--- config.mk ---
export PLATFORM = sky130hd
export DESIGN_NAME = init_seq_ctrl_flat
export DESIGN_NICKNAME = d
export VERILOG_FILES = /design/src/rtl/init_seq_ctrl_pkg.sv /design/src/rtl/init_seq_ctrl_if.sv /design/src/rtl/init_seq_timer.sv /design/src/rtl/init_seq_ctrl.sv /design/src/flat_wrapper.sv
export SDC_FILE = /design/constraint.sdc
export NUM_CORES = 1
export LEC_CHECK = 0
export CORE_MARGIN = 1
export CORE_UTILIZATION = 58
export DETAILED_ROUTE_END_ITERATION = 7
export GPL_ROUTABILITY_DRIVEN = 0
export GPL_TIMING_DRIVEN = 0
export PLACE_DENSITY = 0.79
export SLEW_MARGIN = 20
export SYNTH_ARGS = -nofsm -noshare
export SYNTH_HDL_FRONTEND = slang
export SYNTH_SLANG_ARGS = --single-unit
--- constraint.sdc ---
create_clock -name i_sys_clk -period 2.8 [get_ports i_sys_clk]
set_clock_uncertainty 0.1 [all_clocks]
set_input_delay 0.28 -clock i_sys_clk [delete_from_list [all_inputs] [get_ports i_sys_clk]]
set_output_delay 0.28 -clock i_sys_clk [all_outputs]
set_load 0.02 [all_outputs]
--- src/rtl/init_seq_ctrl_pkg.sv ---
// Shared types and constants for the init sequence controller.
package init_seq_ctrl_pkg;

    // Controller states; the numeric values are fixed so they can be compared across builds.
    typedef enum logic [2:0] {
        StIdle  = 3'd0,
        StIssue = 3'd1,
        StWait  = 3'd2,
        StDone  = 3'd3,
        StFail  = 3'd4
    } state_e;

    // Error codes reported on m_err_init_info (zero-extended).
    localparam logic [1:0] ERR_NONE     = 2'd0;
    localparam logic [1:0] ERR_NACK     = 2'd1;
    localparam logic [1:0] ERR_TMO_DONE = 2'd2;
    localparam logic [1:0] ERR_TMO_RDY  = 2'd3;

    // Timer bit whose assertion means expiry; simulation mode shortens it to 16 cycles.
    function automatic int unsigned tmo_bit(input int unsigned md_sim_able,
                                            input int unsigned nb_timeout);
        return (md_sim_able != 0) ? 32'd4 : nb_timeout;
    endfunction

endpackage

--- src/rtl/init_seq_ctrl_if.sv ---
// Step request / completion interface between the init controller and the step executor.
interface init_seq_ctrl_if #(
    parameter int unsigned WD_STEP = 3
) ();

    logic               m_step_valid;
    logic               m_step_ready;
    logic [WD_STEP-1:0] m_step_index;
    logic               s_step_done;
    logic               s_step_fail;

    // Controller side: issues requests, receives completions.
    modport master (
        output m_step_valid,
        output m_step_index,
        input  m_step_ready,
        input  s_step_done,
        input  s_step_fail
    );

    // Executor side.
    modport slave (
        input  m_step_valid,
        input  m_step_index,
        output m_step_ready,
        output s_step_done,
        output s_step_fail
    );

endinterface

--- src/rtl/init_seq_timer.sv ---
// Free-running timeout counter with clear/enable; expires when bit NB_BIT becomes set.
module init_seq_timer #(
    parameter int unsigned NB_BIT = 20
) (
    input  logic i_clk,
    input  logic i_reset,
    input  logic i_clr,
    input  logic i_en,
    output logic o_expire
);

    logic [NB_BIT:0] r_cnt;

    // Counter: clear has priority over counting; no saturation since the owner leaves on expiry.
    always_ff @(posedge i_clk) begin
        if (i_reset) begin
            r_cnt <= '0;
        end else if (i_clr) begin
            r_cnt <= '0;
        end else if (i_en) begin
            r_cnt <= r_cnt + 1'b1;
        end
    end

    assign o_expire = r_cnt[NB_BIT];

endmodule

--- src/rtl/init_seq_ctrl.sv ---
// Init sequence controller: issues NB_STEP steps to an executor with per-step timeout and retry.
module init_seq_ctrl
    import init_seq_ctrl_pkg::*;
#(
    parameter int unsigned MD_SIM_ABLE = 0,
    parameter int unsigned NB_STEP     = 8,
    parameter int unsigned WD_STEP     = 3,
    parameter int unsigned NB_TIMEOUT  = 20,
    parameter int unsigned NB_RETRY    = 2,
    parameter int unsigned WD_ERR_INFO = 4
) (
    input  logic                   i_sys_clk,
    input  logic                   i_sys_reset,
    input  logic                   i_init_update,
    init_seq_ctrl_if.master        step_if,
    output logic                   o_init_busy,
    output logic                   o_init_done,
    output logic                   o_init_fail,
    output logic [WD_ERR_INFO-1:0] m_err_init_info,
    output logic [WD_STEP-1:0]     m_err_step
);

    localparam int unsigned        TMO_BIT   = tmo_bit(MD_SIM_ABLE, NB_TIMEOUT);
    localparam logic [WD_STEP-1:0] LAST_STEP = WD_STEP'(NB_STEP - 1);

    state_e                 r_state;
    logic [WD_STEP-1:0]     r_step;
    logic [1:0]             r_retry;
    logic                   r_valid;
    logic                   r_busy;
    logic                   r_done;
    logic                   r_fail;
    logic [WD_ERR_INFO-1:0] r_err_info;
    logic [WD_STEP-1:0]     r_err_step;

    state_e                 w_state_d;
    logic [WD_STEP-1:0]     w_step_d;
    logic [1:0]             w_retry_d;
    logic [WD_ERR_INFO-1:0] w_err_info_d;
    logic [WD_STEP-1:0]     w_err_step_d;
    logic                   w_tmr_clr;
    logic                   w_retry_req;
    logic [1:0]             w_code;
    logic                   w_tmo_rdy;
    logic                   w_tmo_done;

    // Handshake timeout: counts only while a request is outstanding.
    init_seq_timer #(
        .NB_BIT (TMO_BIT)
    ) u_tmr_rdy (
        .i_clk    (i_sys_clk),
        .i_reset  (i_sys_reset),
        .i_clr    (w_tmr_clr),
        .i_en     (r_state == StIssue),
        .o_expire (w_tmo_rdy)
    );

    // Completion timeout: counts only while waiting for done/fail.
    init_seq_timer #(
        .NB_BIT (TMO_BIT)
    ) u_tmr_done (
        .i_clk    (i_sys_clk),
        .i_reset  (i_sys_reset),
        .i_clr    (w_tmr_clr),
        .i_en     (r_state == StWait),
        .o_expire (w_tmo_done)
    );

    // Next-state logic: sequencing, retry decision and error capture.
    always_comb begin
        w_state_d    = r_state;
        w_step_d     = r_step;
        w_retry_d    = r_retry;
        w_err_info_d = r_err_info;
        w_err_step_d = r_err_step;
        w_tmr_clr    = 1'b0;
        w_retry_req  = 1'b0;
        w_code       = ERR_NONE;

        unique case (r_state)
            StIdle, StDone, StFail: begin
                // Start or restart: clear status and begin again at step 0.
                if (i_init_update) begin
                    w_state_d    = StIssue;
                    w_step_d     = '0;
                    w_retry_d    = '0;
                    w_err_info_d = '0;
                    w_err_step_d = '0;
                    w_tmr_clr    = 1'b1;
                end
            end
            StIssue: begin
                // A transfer on the expiry cycle still counts as accepted.
                if (r_valid && step_if.m_step_ready) begin
                    w_state_d = StWait;
                    w_tmr_clr = 1'b1;
                end else if (w_tmo_rdy) begin
                    w_retry_req = 1'b1;
                    w_code      = ERR_TMO_RDY;
                end
            end
            StWait: begin
                if (step_if.s_step_fail) begin
                    w_retry_req = 1'b1;
                    w_code      = ERR_NACK;
                end else if (step_if.s_step_done) begin
                    if (r_step == LAST_STEP) begin
                        w_state_d = StDone;
                    end else begin
                        w_state_d = StIssue;
                        w_step_d  = r_step + WD_STEP'(1);
                        w_retry_d = '0;
                        w_tmr_clr = 1'b1;
                    end
                end else if (w_tmo_done) begin
                    w_retry_req = 1'b1;
                    w_code      = ERR_TMO_DONE;
                end
            end
            default: begin
                w_state_d = StIdle;
            end
        endcase

        // Shared retry path for nack and both timeouts.
        if (w_retry_req) begin
            if ({30'd0, r_retry} < NB_RETRY) begin
                w_state_d = StIssue;
                w_retry_d = r_retry + 2'd1;
                w_tmr_clr = 1'b1;
            end else begin
                w_state_d    = StFail;
                w_err_info_d = WD_ERR_INFO'(w_code);
                w_err_step_d = r_step;
            end
        end
    end

    // State and registered outputs, all derived from the next state.
    always_ff @(posedge i_sys_clk) begin
        if (i_sys_reset) begin
            r_state    <= StIdle;
            r_step     <= '0;
            r_retry    <= '0;
            r_valid    <= 1'b0;
            r_busy     <= 1'b0;
            r_done     <= 1'b0;
            r_fail     <= 1'b0;
            r_err_info <= '0;
            r_err_step <= '0;
        end else begin
            r_state    <= w_state_d;
            r_step     <= w_step_d;
            r_retry    <= w_retry_d;
            r_valid    <= (w_state_d == StIssue);
            r_busy     <= (w_state_d == StIssue) || (w_state_d == StWait);
            r_done     <= (w_state_d == StDone);
            r_fail     <= (w_state_d == StFail);
            r_err_info <= w_err_info_d;
            r_err_step <= w_err_step_d;
        end
    end

    assign step_if.m_step_valid = r_valid;
    assign step_if.m_step_index = r_step;
    assign o_init_busy          = r_busy;
    assign o_init_done          = r_done;
    assign o_init_fail          = r_fail;
    assign m_err_init_info      = r_err_info;
    assign m_err_step           = r_err_step;

endmodule

--- src/flat_wrapper.sv ---
// flat-port wrapper written by rule: the top's interface ports become plain ports
module init_seq_ctrl_flat import init_seq_ctrl_pkg::*;
#(
    parameter int unsigned MD_SIM_ABLE = 0,
    parameter int unsigned NB_STEP     = 8,
    parameter int unsigned WD_STEP     = 3,
    parameter int unsigned NB_TIMEOUT  = 20,
    parameter int unsigned NB_RETRY    = 2,
    parameter int unsigned WD_ERR_INFO = 4
)
  (i_sys_clk, i_sys_reset, i_init_update, o_init_busy, o_init_done, o_init_fail, m_err_init_info, m_err_step, step_if_m_step_valid, step_if_m_step_index, step_if_m_step_ready, step_if_s_step_done, step_if_s_step_fail);
  init_seq_ctrl_if #(.WD_STEP(WD_STEP)) step_if_i ();
  input  logic i_sys_clk;
  input  logic i_sys_reset;
  input  logic i_init_update;
  output logic o_init_busy;
  output logic o_init_done;
  output logic o_init_fail;
  output logic [WD_ERR_INFO-1:0] m_err_init_info;
  output logic [WD_STEP-1:0] m_err_step;
  output wire logic [$bits(step_if_i.m_step_valid)-1:0] step_if_m_step_valid;
  output wire logic [$bits(step_if_i.m_step_index)-1:0] step_if_m_step_index;
  input wire logic [$bits(step_if_i.m_step_ready)-1:0] step_if_m_step_ready;
  input wire logic [$bits(step_if_i.s_step_done)-1:0] step_if_s_step_done;
  input wire logic [$bits(step_if_i.s_step_fail)-1:0] step_if_s_step_fail;
  assign step_if_m_step_valid = step_if_i.m_step_valid;
  assign step_if_m_step_index = step_if_i.m_step_index;
  assign step_if_i.m_step_ready = step_if_m_step_ready;
  assign step_if_i.s_step_done = step_if_s_step_done;
  assign step_if_i.s_step_fail = step_if_s_step_fail;
  init_seq_ctrl #(.MD_SIM_ABLE(MD_SIM_ABLE), .NB_STEP(NB_STEP), .WD_STEP(WD_STEP), .NB_TIMEOUT(NB_TIMEOUT), .NB_RETRY(NB_RETRY), .WD_ERR_INFO(WD_ERR_INFO)) u_core (.i_sys_clk(i_sys_clk), .i_sys_reset(i_sys_reset), .i_init_update(i_init_update), .step_if(step_if_i), .o_init_busy(o_init_busy), .o_init_done(o_init_done), .o_init_fail(o_init_fail), .m_err_init_info(m_err_init_info), .m_err_step(m_err_step));
endmodule
After elaboration in Yosys (flattened, before gate mapping)
Index checks and enable logic that the tools add are counted.
Widths: inputs -> output; s select.
- order comparisons: 1
- muxes and demuxes: 48
- reductions and logical operators: 7
- equal/unequal tests: 13
- $add $sub $neg: 4
- operators by type and width (kind ; count):
    $add 21x1->21 const B ; 2
    $mux 3 ; 14
    $mux 2 ; 12
    $mux 4 ; 4
    $eq 3x2->1 const B ; 4
    $mux 1 ; 12
    $eq 3x3->1 const B ; 3
    $pmux 3 s3 ; 1
    $ne 2x2->1 const B ; 4
    $pmux 2 s2 ; 2
    $eq 3x1->1 const B ; 2
    $pmux 3 s2 ; 1
    $reduce_and 5->1 ; 1
    $add 3x1->3 const B ; 1
    $logic_not 3->1 ; 1
    $pmux 1 s3 ; 1
    $reduce_or 3->1 ; 1
    $add 2x1->2 const B ; 1
    $lt 2x2->1 const B ; 1
    $pmux 1 s2 ; 1
    $reduce_bool 2->1 ; 1
    $reduce_or 2->1 ; 1
    $logic_and 1x1->1 ; 1
    $logic_or 1x1->1 ; 1
- output and inout bits: 14
- register bits: 61
- word-level logic and storage cells: 84
- input bits: 6

Depth between registers and ports, before layout
- depth after elaboration: 8
- gate-level depth with buffers: 9
- mapped depth without buffers: 7

Cells and area by module
A second synthesis with hierarchy kept.
- cell total of the unflattened synthesis: 324
- area total of the unflattened synthesis: 2841.5 um2
- by module, submodules not included (module ; instances ; area an instance (um2) ; cells an instance ; seq. area each (um2)):
    init_seq_timer ; 2 ; 988.4 ; 113 ; 420.4
    init_seq_ctrl ; 1 ; 864.6 ; 98 ; 380.4

Worst setup path after synthesis
Ideal clock, no wire load.
- path type: flip-flop to flip-flop
- start: reg u_core.r_state[2]
- end: reg u_core.u_tmr_rdy.r_cnt[0]
- period minus slack after synthesis: 1.986 ns
- arrival: 1.771 ns
- required time: 2.585 ns
- stages on the path, launching flop included: 10
- setup time: 0.115 ns
- setup slack: 0.814 ns
- buffers on the path: 4
- cell sequence: dfxtp_1 > buf_6 > or3b_1 > buf_4 > or3_4 > nor2_1 > or4b_1 > buf_6 > buf_8 > nor2_2
- cells in the longest elaborated chain, start to end: 6
- elaborated cells between the ends (all ways): 11
- RTL lines (item ; RTL line ; source):
    start: declaration ; init_seq_ctrl.sv:26 ; state_e r_state;
    start signal: assignment ; init_seq_ctrl.sv:142 ; r_state <= StIdle;
    start signal: assignment ; init_seq_ctrl.sv:152 ; r_state <= w_state_d;
    $eq 3x2->1, or another cell as far along ; init_seq_ctrl.sv:80 ; unique case (r_state)
    $reduce_or 3->1 ; init_seq_ctrl.sv:80 ;
    $pmux 1 s3 ; init_seq_ctrl.sv:80 ;
    $mux 1 ; init_seq_ctrl.sv:127 ; if ({30'd0, r_retry} < NB_RETRY) begin
    $mux 1 ; init_seq_ctrl.sv:126 ; if (w_retry_req) begin
    $reduce_or 2->1 (no source line) ; -- ;
    end signal: assignment ; init_seq_timer.sv:21 ; r_cnt <= r_cnt + 1'b1;
    end: declaration ; init_seq_timer.sv:12 ; logic [NB_BIT:0] r_cnt;
Parallel ways exist; a longest one is shown, timed or not.
A chain may end at the register's enable or synchronous reset.

Final worst setup path
- start: in i_init_update
- end: reg u_core.u_tmr_done.r_cnt[2]
- cells in the longest elaborated chain, start to end: 5
- RTL lines (item ; RTL line ; source):
    start: declaration ; flat_wrapper.sv:15 ; input logic i_init_update;
    $mux 1 * ; init_seq_ctrl.sv:83 ; if (i_init_update) begin
    $pmux 1 s3 * ; init_seq_ctrl.sv:80 ;
    $mux 1 ; init_seq_ctrl.sv:127 ;
    $mux 1 * ; init_seq_ctrl.sv:126 ;
    $reduce_or 2->1 (no source line) * ; -- ;
    end signal: assignment ; init_seq_timer.sv:21 ;
    end: declaration ; init_seq_timer.sv:12 ;
Every way passes the cells marked *; elsewhere a longest branch is shown, timed or not.

==> run_results.csv <==
group,metric,value,unit
logic_synthesis,synth_area,2920,um2
clock_tree,cts.repair.resized,0,
drt,first_pass_iters,4,
sta,rsz0062_at_grt,"no",
clock_tree,cts_tree,"yes",
floorplan,design.die.area,5310,um2
layout,n_antenna_cell,0,
sta,drv_slew,0,
power,powerDensity,539,nW/um2
logic_synthesis,ys_seq_area_share,41.9,%
logic_synthesis,synth_seq_cells,61,
global_routing,antenna_found_initial,0,
setup_path,endpoint,"u_core.u_tmr_done.r_cnt[2]",
floorplan,start_util,60.9,%
layout,final_common_cell,"dfxtp_1",
clock_tree,cts.clk_slew.worst_paths,0.07,ns
global_routing,grt_pass1_vias,2137,
sta,post-route-min-period,2.21,ns
floorplan,ioPinCount,20,
setup_path,startpoint_type,"input pin",
setup_path,critPathMaxFanout,10,
outcome,status,"complete, no violations",
clock_tree,postCtsSetupBuffers,0,
setup_path,cp.required,2.97,ns
layout,drive_gt1_share,18.5,%
sta,final-setup-viol-count,0,
setup_path,crit_path_end_kind,"register",
clock_tree,htreeDepth,3,
layout,instances_no_fill,419,
setup_path,timing.rr.end,"u_core.u_tmr_rdy.r_cnt[0]",
global_routing,overflow,0,
clock_tree,cts_sinks,61,
drt,antenna_left,0,
clock_tree,clock_path_buffers,2,
drt,wire_per_inst,12.6,um
setup_path,rrSetupSlack,0.60,ns
sta,fmax,453,MHz
setup_path,ff2ff_path_depth,8,
job,cap_violations,0,
sta,tightest_slew,0.600,ns
logic_synthesis,synth_fp_nets,329,
layout,num-fill-cells,385,
logic_synthesis,synth_top_cell_area_share,41.9,%
logic_synthesis,synth_top_area_cell,"dfxtp_1",
sta,finalHoldViolCount,0,
clock_tree,cts_hold_buf,0,
placement,place_inst,403,
logic_synthesis,synthCells,318,
clock_tree,clkLatencyLatePin,0.34,ns
placement,port_buffers,18,
logic_synthesis,synthTopCellsByArea,"dfxtp_1, xor2_1, nor2_2",
floorplan,die_h,72.9,um
layout,area_growth_syn_to_layout,16.3,%
layout,layout_common_cells,"dfxtp_1, nor2_2, nor2_1",
drt,drt-total-wl,5.30,mm
floorplan,core,4790,um2
floorplan,die_w,72.9,um
drt,via_count,2231,
logic_synthesis,ys_types,53,
power,vdd_ir_drop_max,0.000331,V
setup_path,r2r-start,"u_core.r_state[1]",
drt,drc,0,
drt,viasPerCell,5.32,
sta,final.setup.tns,0,ns
global_routing,grt_pass1_wl,8.97,mm
global_routing,grt_usage,22.2,%
layout,nNetsFinal,358,
sta,slew_headroom,59.9,%
setup_path,cp.arrival,2.38,ns
sta,finalCritPeriodShare,78.9,%
clock_tree,cts-root-buf,"clkbuf_8",
logic_synthesis,postSynthAreaPerCell,9.17,um2
power,leakagePower,1.17,nW
clock_tree,numCtsBuffers,9,
worst_hold_path,hold_path.class,"in -> reg",
placement,dp_hpwl,3.78,mm
logic_synthesis,synthesis.yosys.warnings,0,
drt,drt_iter0_drc,87,
floorplan,fp-row-count,25,
setup_path,critPathKind,"in -> reg",
setup_path,startpoint,"i_init_update",
global_routing,grt_start_max_net_pins,11,
==> where the power goes <==
part           leakage (nW)  internal (W)  switching [W]
Sequential            0.492      0.000876     0.00000473
Clock                 0.106      0.000483       0.000325
Combinational         0.571     0.0000607      0.0000786
Total                  1.17       0.00142       0.000408
==> flip-flops by register name, summed over array words and instances (netlist names) <==
signal                       cells
u_core.o_init_busy               1
u_core.u_tmr_done.r_cnt         21
u_core.step_if.m_step_index      3
u_core.u_tmr_rdy.r_cnt          21
u_core.m_err_init_info           4
u_core.o_init_done               1
u_core.r_retry                   2
u_core.step_if.m_step_valid      1
u_core.o_init_fail               1
u_core.m_err_step                3
u_core.r_state                   3
==> worst min-delay path by stage <==
stage / startpoint / end / slack [ns] / cells after the start
6_report: i_sys_reset / u_core.m_err_init_info[1] / 0.16 / 2
5_1_grt: i_sys_reset / u_core.r_retry[0] / 0.21 / 2
4_1_cts: i_sys_reset / u_core.m_err_init_info[1] / 0.15 / 2
3_5_place_dp: u_core.m_err_init_info[0] / u_core.m_err_init_info[0] / 0.36 / 2
3_3_place_gp: u_core.m_err_init_info[0] / u_core.m_err_init_info[0] / 0.36 / 2
2_1_floorplan: u_core.u_tmr_done.r_cnt[1] / u_core.u_tmr_done.r_cnt[1] / 0.37 / 2
==> logic make-up after synthesis <==
logic type	count (synthesis)	share of synthesized area, %
multiplexers	4	1.37
adder cells (fa/ha/maj)	5	2.15
AO/OA/AOI/OAI	26	6.35
AND/OR/NAND/NOR	161	31.2
XOR/XNOR	38	11.4
flip-flops	61	41.9
buffers and inverters	23	5.58
==> synthesized netlist by cell type, drive strengths merged <==
cell type  count
nand2         25
a31oi          2
and3           7
clkbuf         1
nor2b          2
mux2i          4
and4           4
ha             5
xnor2         17
xor2          21
a21boi         1
o41ai          1
o22ai          1
nand4         11
o32ai          1
or3b           1
a21bo          1
a21oi         11
nand3         22
buf           10
or4b           1
nand2b         2
a22oi          1
nand3b         2
o21ai          5
o2111ai        1
nor3          14
inv           12
nor3b          4
or3            4
dfxtp         61
a41oi          1
and2           2
or2            1
nor2          55
and2b          1
nor4           3
==> layer usage <==
layer | vias up | wire [um] | track usage [%]
met5 | - | 0 | 0
met4 | 0 | 68 | 7.41
met3 | 8 | 202 | 8.15
met2 | 27 | 2630 | 39.7
met1 | 1046 | 2400 | 24.3
li1 | 1150 | - | -
==> stage by stage <==
stage,hold slack [ns],area [um2],utilization [%],setup slack (ns),power [W]
floorplan,0.365,2920,-,0.814,0.00100
global placement,0.357,3180,66.4,0.249,0.00104
detailed placement,0.361,3180,66.4,0.241,0.00104
CTS,0.148,3390,70.8,0.580,0.00185
global route,0.208,3390,70.8,0.398,0.00189
finish,0.164,3390,70.8,0.591,0.00183
==> critical path, stage by stage <==
cell and delay, ns:
clkdlybuf4s50_1 0.51, nor3b_1 0.24, a31oi_4 0.26, and2b_1 0.20, or4b_1 0.47, buf_6 0.17
buf_6 0.14, nor2_1 0.11
==> layout make-up <==
class	instances	area (um2)	area share (%)
buffer	11	118	3.47
clock buffer	13	169	4.98
sequential	61	1220	36.0
timing repair buffer	18	180	5.31
clock inverter	3	42.5	1.25
multi-input combinational	234	1530	45.2
tap	67	83.8	2.47
inverter	12	45.0	1.33
No activity file was read; power rests on OpenSTA's default activity.
